$ cat config.mk
export PLATFORM = sky130hd
export DESIGN_NAME = cc_poscontroller_jug1
export DESIGN_NICKNAME = d
export VERILOG_FILES = /design/src/rtl/cc_poscontroller_jug1_pkg.sv /design/src/rtl/cc_penalty_timer.sv /design/src/rtl/cc_poscontroller_jug1.sv
export SDC_FILE = /design/constraint.sdc
export NUM_CORES = 1
export LEC_CHECK = 0
export BUFFER_PORTS_ARGS = -buffer_cell sky130_fd_sc_hd__buf_2
export CORE_MARGIN = 10
export CORE_UTILIZATION = 35
export CTS_CLUSTER_DIAMETER = 200
export DETAILED_ROUTE_END_ITERATION = 16
export PLACE_DENSITY = 0.57
export SLEW_MARGIN = 20
export SYNTH_ARGS = -nofsm -noshare
export SYNTH_HDL_FRONTEND = slang
export SYNTH_SLANG_ARGS = --single-unit
$ cat constraint.sdc
create_clock -name CC_POSCONTROLLER_JUG1_CLOCK_50 -period 3.24 [get_ports CC_POSCONTROLLER_JUG1_CLOCK_50]
set_clock_uncertainty 0.05 [all_clocks]
set_input_delay 0.324 -clock CC_POSCONTROLLER_JUG1_CLOCK_50 [delete_from_list [all_inputs] [get_ports CC_POSCONTROLLER_JUG1_CLOCK_50]]
set_output_delay 0.324 -clock CC_POSCONTROLLER_JUG1_CLOCK_50 [all_outputs]
set_load 0.1 [all_outputs]
$ cat src/rtl/cc_poscontroller_jug1_pkg.sv
// Shared game definitions used by the player-1 and player-2 position controllers.
// Holds the FSM state encodings, the default bus width, the lives width and
// the default start position.
package cc_poscontroller_jug1_pkg;

  localparam int DATAWIDTH_DEF = 8;
  localparam int LIVES_W = 2;
  localparam logic [DATAWIDTH_DEF-1:0] STARTPOS_DEF = 8'b0001_0000;

  typedef enum logic [1:0] {
    ST_IDLE = 2'd0,
    ST_PLAY = 2'd1,
    ST_HIT  = 2'd2,
    ST_OVER = 2'd3
  } state_e;

endpackage

$ cat src/rtl/cc_penalty_timer.sv
// Loadable down-counter for the HIT phase. It counts down only while enabled
// and stops at zero. It reports when it has reached zero, and it exposes one
// counter bit that is used as the blink phase.
module cc_penalty_timer #(
  parameter int CW       = 26,
  parameter int BLINKBIT = 22
) (
  input  logic          clk,
  input  logic          rst_n,
  input  logic          load,
  input  logic [CW-1:0] load_val,
  input  logic          enable,
  output logic          zero,
  output logic          blink
);

  logic [CW-1:0] cnt;

  // Load has priority over counting; the counter holds once it reaches zero.
  always_ff @(posedge clk or negedge rst_n) begin
    if (!rst_n) begin
      cnt <= '0;
    end else if (load) begin
      cnt <= load_val;
    end else if (enable && (cnt != '0)) begin
      cnt <= cnt - 1'b1;
    end
  end

  assign zero  = (cnt == '0);
  assign blink = cnt[BLINKBIT];

endmodule

$ cat src/rtl/cc_poscontroller_jug1.sv
// Player-1 position controller. It keeps a one-hot position register that
// moves on debounced button pulses. A collision reported by the comparator
// costs one life and starts a blinking penalty phase. When the last life is
// lost, the game is over.
module cc_poscontroller_jug1
  import cc_poscontroller_jug1_pkg::*;
#(
  parameter int POSCONTROLLER_DATAWIDTH = DATAWIDTH_DEF,
  parameter logic [POSCONTROLLER_DATAWIDTH-1:0] POSCONTROLLER_STARTPOS = STARTPOS_DEF,
  parameter int POSCONTROLLER_LIVES    = 3,
  parameter int POSCONTROLLER_PENALTY  = 50_000_000,
  parameter int POSCONTROLLER_BLINKBIT = 22
) (
  input  logic                               CC_POSCONTROLLER_JUG1_CLOCK_50,
  input  logic                               CC_POSCONTROLLER_JUG1_RESET_InLow,
  input  logic                               CC_POSCONTROLLER_JUG1_start_InHigh,
  input  logic                               CC_POSCONTROLLER_JUG1_left_InHigh,
  input  logic                               CC_POSCONTROLLER_JUG1_right_InHigh,
  input  logic                               CC_POSCONTROLLER_JUG1_collision,
  output logic [POSCONTROLLER_DATAWIDTH-1:0] CC_POSCONTROLLER_JUG1_posjug1,
  output logic [POSCONTROLLER_DATAWIDTH-1:0] CC_POSCONTROLLER_JUG1_display,
  output logic [LIVES_W-1:0]                 CC_POSCONTROLLER_JUG1_lives,
  output logic                               CC_POSCONTROLLER_JUG1_penalty,
  output logic                               CC_POSCONTROLLER_JUG1_gameover,
  output state_e                             CC_POSCONTROLLER_JUG1_state
);

  localparam int W = POSCONTROLLER_DATAWIDTH;
  // The counter must hold PENALTY-1 and must also contain the blink bit.
  localparam int CW = ($clog2(POSCONTROLLER_PENALTY) > POSCONTROLLER_BLINKBIT) ?
                      $clog2(POSCONTROLLER_PENALTY) : POSCONTROLLER_BLINKBIT + 1;
  localparam logic [CW-1:0] PEN_LOAD = CW'(POSCONTROLLER_PENALTY - 1);
  localparam logic [LIVES_W-1:0] LIVES_INIT = LIVES_W'(POSCONTROLLER_LIVES);

  logic clk, rst_n, start, left, right, collision;
  assign clk       = CC_POSCONTROLLER_JUG1_CLOCK_50;
  assign rst_n     = CC_POSCONTROLLER_JUG1_RESET_InLow;
  assign start     = CC_POSCONTROLLER_JUG1_start_InHigh;
  assign left      = CC_POSCONTROLLER_JUG1_left_InHigh;
  assign right     = CC_POSCONTROLLER_JUG1_right_InHigh;
  assign collision = CC_POSCONTROLLER_JUG1_collision;

  state_e               state, state_n;
  logic [W-1:0]         pos, pos_n;
  logic [LIVES_W-1:0]   lives, lives_n;
  logic                 load_c;
  logic                 pen_zero, pen_blink;
  logic [W-1:0]         display_c;

  cc_penalty_timer #(
    .CW       (CW),
    .BLINKBIT (POSCONTROLLER_BLINKBIT)
  ) u_timer (
    .clk      (clk),
    .rst_n    (rst_n),
    .load     (load_c),
    .load_val (PEN_LOAD),
    .enable   (state == ST_HIT),
    .zero     (pen_zero),
    .blink    (pen_blink)
  );

  // Register the state, the position and the lives. A reset puts the game back in IDLE immediately.
  always_ff @(posedge clk or negedge rst_n) begin
    if (!rst_n) begin
      state <= ST_IDLE;
      pos   <= '0;
      lives <= '0;
    end else begin
      state <= state_n;
      pos   <= pos_n;
      lives <= lives_n;
    end
  end

  // Next state, position and lives. Inside PLAY the priority is start, then collision, then move.
  always_comb begin
    state_n = state;
    pos_n   = pos;
    lives_n = lives;
    load_c  = 1'b0;
    case (state)
      ST_IDLE, ST_OVER: begin
        pos_n = '0;
        if (start) begin
          state_n = ST_PLAY;
          pos_n   = POSCONTROLLER_STARTPOS;
          lives_n = LIVES_INIT;
        end
      end
      ST_PLAY: begin
        if (start) begin
          pos_n   = POSCONTROLLER_STARTPOS;
          lives_n = LIVES_INIT;
        end else if (collision) begin
          if (lives > 2'd1) begin
            state_n = ST_HIT;
            lives_n = lives - 2'd1;
            pos_n   = POSCONTROLLER_STARTPOS;
            load_c  = 1'b1;
          end else begin
            state_n = ST_OVER;
            lives_n = '0;
            pos_n   = '0;
          end
        end else if (left && !right) begin
          if (!pos[W-1]) pos_n = {pos[W-2:0], 1'b0};
        end else if (right && !left) begin
          if (!pos[0]) pos_n = {1'b0, pos[W-1:1]};
        end
      end
      ST_HIT: begin
        if (start) begin
          state_n = ST_PLAY;
          pos_n   = POSCONTROLLER_STARTPOS;
          lives_n = LIVES_INIT;
        end else if (pen_zero) begin
          state_n = ST_PLAY;
        end
      end
      default: begin
        state_n = ST_IDLE;
        pos_n   = '0;
      end
    endcase
  end

  // The LED image is decoded from registered state only. In HIT it blinks with the penalty counter.
  always_comb begin
    display_c = '0;
    if (state == ST_PLAY) display_c = pos;
    else if ((state == ST_HIT) && pen_blink) display_c = pos;
  end

  assign CC_POSCONTROLLER_JUG1_posjug1  = pos;
  assign CC_POSCONTROLLER_JUG1_display  = display_c;
  assign CC_POSCONTROLLER_JUG1_lives    = lives;
  assign CC_POSCONTROLLER_JUG1_penalty  = (state == ST_HIT);
  assign CC_POSCONTROLLER_JUG1_gameover = (state == ST_OVER);
  assign CC_POSCONTROLLER_JUG1_state    = state;

endmodule
**Word-level counts from Yosys, hierarchy flattened**

Index checks and enable logic that the tools add are counted.

- Multiplexer cells: 30
- Reductions and logical operators: 17
- Order comparisons: 1
- Eq/ne operators: 13
- Add/subtract/negate cells: 2

Operators by type and width:

| kind | count |
|---|---|
| 8-bit 2-to-1 mux | 9 |
| 26-bit 2-to-1 mux | 2 |
| 26-bit zero test | 1 |
| 26-bit nonzero test | 1 |
| 26-bit by 1-bit subtractor with 26-bit output (second input constant) | 1 |
| 8-bit case mux with 3 select lines | 1 |
| 2-bit 2-to-1 mux | 9 |
| 5-bit != test (second input constant) | 3 |
| 5-bit 2-to-1 mux | 2 |
| 2-bit != test (second input constant) | 4 |
| 4-bit AND reduction | 2 |
| 3-bit != test (second input constant) | 2 |
| 2-bit case mux with 3 select lines | 1 |
| 3-bit AND reduction | 2 |
| 1-bit 2-to-1 mux | 5 |
| 2-bit == test (second input constant) | 2 |
| 1-bit logical AND | 4 |
| 2-bit case mux with 2 select lines | 1 |
| 3-bit OR reduction | 1 |
| 2-bit by 1-bit == test with 1-bit output (second input constant) | 1 |
| 2-bit by 1-bit greater-than comparator with 1-bit output (second input constant) | 1 |
| 1-bit zero test | 2 |
| 2-bit zero test | 1 |
| 2-bit by 1-bit != test with 1-bit output (second input constant) | 1 |
| other kinds (4) | 4 |

- Word-level logic and storage cells: 69
- Bits of input ports: 6
- Register bits after elaboration: 38

**Longest topological paths before layout**

- Word-level depth: 7
- Mapped depth: 8
- Gate-level depth less buffers: 6

**Hierarchy**

Synthesis repeated with hierarchy kept, for this count alone.

- Cell total of the unflattened synthesis: 269
- Area total of the unflattened synthesis: 2498.6 um^2

By module, submodules not included:

| module | sequential area each (um^2) | times used | area an instance (um^2) | cells an instance |
|---|---|---|---|---|
| cc_penalty_timer | 650.6 | 1 | 1634.1 | 172 |
| cc_poscontroller_jug1 | 300.3 | 1 | 864.6 | 97 |

**Least setup slack after synthesis**

Ideal clock, no wire load.

- Kind: reg-to-output
- From: register state[1], in the netlist CC_POSCONTROLLER_JUG1_state[1]
- To: output port CC_POSCONTROLLER_JUG1_display[0]
- Arrival: 3.765 ns
- Required time: 2.866 ns
- Buffers on the path: 0
- Setup slack: -0.899 ns
- Cell stages (with the launch flop): 4
- Cells stage by stage: dfrtp_1 ha_1 a21oi_1 nor2b_1

- Cells in the longest elaborated chain, start to end: 4

Ends and longest elaborated chain:

| item | RTL line | text |
|---|---|---|
| start: declaration | cc_poscontroller_jug1.sv:43 | `state_e state, state_n;` |
| start signal: assignment | cc_poscontroller_jug1.sv:70 | `state <= state_n;` |
| 2-bit == test | n/a |  |
| via CC_POSCONTROLLER_JUG1_penalty | cc_poscontroller_jug1.sv:23 | `output logic CC_POSCONTROLLER_JUG1_penalty,` |
| 1-bit logical AND | cc_poscontroller_jug1.sv:132 | `else if ((state == ST_HIT) && pen_blink) display_c = pos;` |
| 8-bit 2-to-1 mux | cc_poscontroller_jug1.sv:132 |  |
| 8-bit 2-to-1 mux | cc_poscontroller_jug1.sv:131 | `if (state == ST_PLAY) display_c = pos;` |
| end: declaration | cc_poscontroller_jug1.sv:21 | `output logic [POSCONTROLLER_DATAWIDTH-1:0] CC_POSCONTROLLER_JUG1_display,` |

The timed path passes the listed nets, and every way through them passes these cells.

**Worst setup path in the final report**

- From: register state[0], in the netlist CC_POSCONTROLLER_JUG1_state[0]
- To: output port CC_POSCONTROLLER_JUG1_display[2]

- Cells in the longest elaborated chain, start to end: 4

Ends and longest elaborated chain:

| item | RTL line |
|---|---|
| 2-bit == test | cc_poscontroller_jug1.sv:132 |
| 1-bit logical AND | cc_poscontroller_jug1.sv:132 |
| 8-bit 2-to-1 mux | cc_poscontroller_jug1.sv:132 |
| 8-bit 2-to-1 mux * | cc_poscontroller_jug1.sv:131 |

Every way passes the cells marked *; elsewhere a longest branch is shown, timed or not.

==> metrics.yaml <==
rsz0062_at_grt: "false"
tns_ns: 0
slew_viol_final: 0
yosysTopAreaCell: "dfrtp_1"
final_cells: 405
clockBufferDepth: 2
area_growth_pct: 12.87
dpl.cell_count: 397
netlist_top_cells_area: "dfrtp_1 (36%), mux2i_1 (6.7%), nor2_1 (3.8%), and2_1 (3.3%), a21oi_2 (2.6%)"
wirelength_um: 6203
synthesis.area_sq_mm: 0.002673
core_area_sq_mm: 0.007331
syn_area_per_cell_sq_um: 9.614
dieArea_sq_mm: 0.01153
grt_pass1_wl_um: 10880
cp-end-kind: "primary output"
regArea_sq_um: 950.9
fin_crit_ns: 2.611
muxShareOfSynthArea_pct: 10.39
cts_buffers: 5
syn_inst: 278
power_density_mw_per_mm2: 551.1
grt_pass1_vias: 2153
io_buffers: 27
max_freq_ghz: 0.3830
cts_resized: 0
synth_fa_ha_area_share_pct: 2.341
crit_required_ns: 2.87
die_w_um: 107.4
nNetsFinal: 316
htree_levels: 2
placementRows: 31
async_flop_share_pct: 100.0
multi_input_area_sq_mm: 0.001627
cap_violations: 0
remaining_drc_errors: 0
via_count: 2207
synth_simple_gate_area_share_pct: 30.95
min_path_type: "in2async"
leakagePower_uw: 0.001181
clk_pin_slew_ns: 0.09
ys_ff_latch: 38
peakVddDrop_mv: 0.1999
synth_compound_area_share_pct: 16.34
cts_hold_buf: 0
n_fill_cell: 728
yosysSeqAreaShare_pct: 35.58
netlist.area_leader.share_pct: 35.58
hpwl_um: 4440
worst_slack_ns: 0.6289
grt_max_degree: 39
finalCritPeriodShare_pct: 80.59
post_cts_buffers: 0
crit_chain: "inv_1, ha_2, a21oi_1, nor2b_2, buf_2"
hold_slack_ns: 0.08549
die_h_um: 107.4
n_antenna_cell: 0
total_power_uw: 1663
avgRoutedWirePerCell_um: 15.32
cpPeakStageDelay_ns: 0.74
synthFlopType: "dfrtp_1"
syn_nets: 289
place_ws_ns: 0.8764
hold_viol: 0
start_util_pct: 36.46
grt_overflow: 0
synth_xor_area_share_pct: 0
cts.sink_count: 38
ys_warn_count: 0
drive_above_1_share_pct: 25.82
synth_top_family_by_area: "simple AND/OR/NAND/NOR gates"
cp_max_fo: 17
worst_ep_arrival_time_ns: 2.24
critPathLaunchType: "register"
max_slew_margin_pct: 41.59
root_buffer: "clkbuf_8"
worstMarginPinSlew_ns: 0.8762
outcome: "completed"
finalSetupViolCount: 0
drt-vias-per-instance: 5.449
slowest_stage: "a21oi_1"
antenna_found_initial: 0
drtIter0Drc: 73
gp_congestion: 0.8020
synth_edf_count: 0
cts_tree: "built"
ios: 28
grt.total_usage_pct: 11.20
antenna_left: 0
drt_pass1_iterations: 4
synthDistinctLibCells: 58
worstSetupPathType: "reg2out"
clk_latency_ns: 0.30
stage by stage:
stage / cell area [sq um] / utilization, %
after global routing: 3017 / 41.15
final: 3017 / 41.15
after CTS: 3017 / 41.15
after floorplan: 2695 / -
after global placement: 2908 / 39.67
after detailed placement: 2908 / 39.67
worst max-delay path, delay by kind of cell, from the launching register on:
kind                     cells  cell delay (ns)
AO/OA/AOI/OAI                1             0.74
adder cells (fa/ha/maj)      1             0.29
buffers and inverters        2             0.39
flip-flops                   1             0.44
AND/OR/NAND/NOR              1             0.07
worst paths after layout:
kind | start | end | slack, ns | cells after the start
setup / recovery | CC_POSCONTROLLER_JUG1_state[0] | CC_POSCONTROLLER_JUG1_display[2] | 0.63 | 5
hold / removal | CC_POSCONTROLLER_JUG1_RESET_InLow | CC_POSCONTROLLER_JUG1_lives[0] | 0.09 | 1
setup reg to reg | CC_POSCONTROLLER_JUG1_state[0] | u_timer.cnt[21] | 0.87 | 6
hold reg to reg | CC_POSCONTROLLER_JUG1_lives[0] | CC_POSCONTROLLER_JUG1_lives[0] | 0.50 | 1
max in group asynchronous | CC_POSCONTROLLER_JUG1_RESET_InLow | CC_POSCONTROLLER_JUG1_posjug1[4] | 2.49 | 1
min in group CC_POSCONTROLLER_JUG1_CLOCK_50 | CC_POSCONTROLLER_JUG1_start_InHigh | CC_POSCONTROLLER_JUG1_lives[0] | 0.34 | 2
synth_stat cells (all sizes together), types with 4 or more instances:
library cell  count
nand3             7
ha                5
nor3b             6
o21ai             8
mux2              8
a21oi            20
mux2i            18
nor3              7
clkbuf            6
nor2b            11
nor2             27
a211oi            4
inv               9
dfrtp            38
and2             14
nand2            18
nand4             5
nor4             10
buf               6
nand2b            9
a2111oi           4
cells in the final DEF, fill, tap and decap left out, types with 3 or more instances in the layout:
cell / count
o21ai_0: 4
nand2b_1: 9
buf_4: 5
nand2_1: 18
nor4_2: 4
o21a_1: 3
o31ai_1: 3
inv_1: 9
mux2i_1: 18
nand3_1: 7
buf_2: 27
nor4_1: 6
nor2_1: 26
nand4_1: 4
nor3_1: 5
a21oi_1: 12
o21ai_1: 3
a21oi_2: 8
and2_1: 14
nor3b_1: 5
or4_1: 3
nor2b_2: 7
a31oi_1: 3
a2111oi_2: 4
a211oi_1: 4
mux2_1: 5
clkbuf_8: 5
ha_1: 4
nor2b_1: 4
dfrtp_1: 38
metal layers:
| layer | part of all wire [%] | vias to the layer above | wire (um) | global-route usage [%] |
|---|---|---|---|---|
| met1 | 49 | 1076 | 3048 | 14.82 |
| met4 | 0.76 | 0 | 47 | 2.767 |
| met5 | 0 | - | 0 | 0 |
| met2 | 44 | 43 | 2699 | 17.36 |
| met3 | 6.6 | 5 | 408 | 3.413 |
| li1 | - | 1083 | - | - |
where the power goes:
part / total (uW) / switching [uW] / internal, uW
Clock: 406 / 180 / 227
Combinational: 708 / 529 / 179
Sequential: 548 / 40.3 / 508
state kept, by name, indices dropped and copies added (netlist names):
register,flops
CC_POSCONTROLLER_JUG1_posjug1,8
CC_POSCONTROLLER_JUG1_lives,2
u_timer.cnt,26
CC_POSCONTROLLER_JUG1_state,2
area by class of cell:
type	instances	share of cell area, %
inverters	9	1.120
clock inverters	3	1.327
repair buffers	32	5.724
flip-flops and latches	38	31.52
well taps	99	4.106
multi-input cells	219	53.92
clock buffers	5	2.281
cells by family (layout without fill, tap and decap cells):
| logic type | count (synthesis) | in the layout |
|---|---|---|
| flip-flops | 38 | 38 |
| AO/OA/AOI/OAI | 57 | 57 |
| AND/OR/NAND/NOR | 131 | 131 |
| adder cells (fa/ha/maj) | 5 | 5 |
| multiplexers | 26 | 26 |
| buffers and inverters | 21 | 49 |
Note: power is estimated with default switching activity, not from simulation.
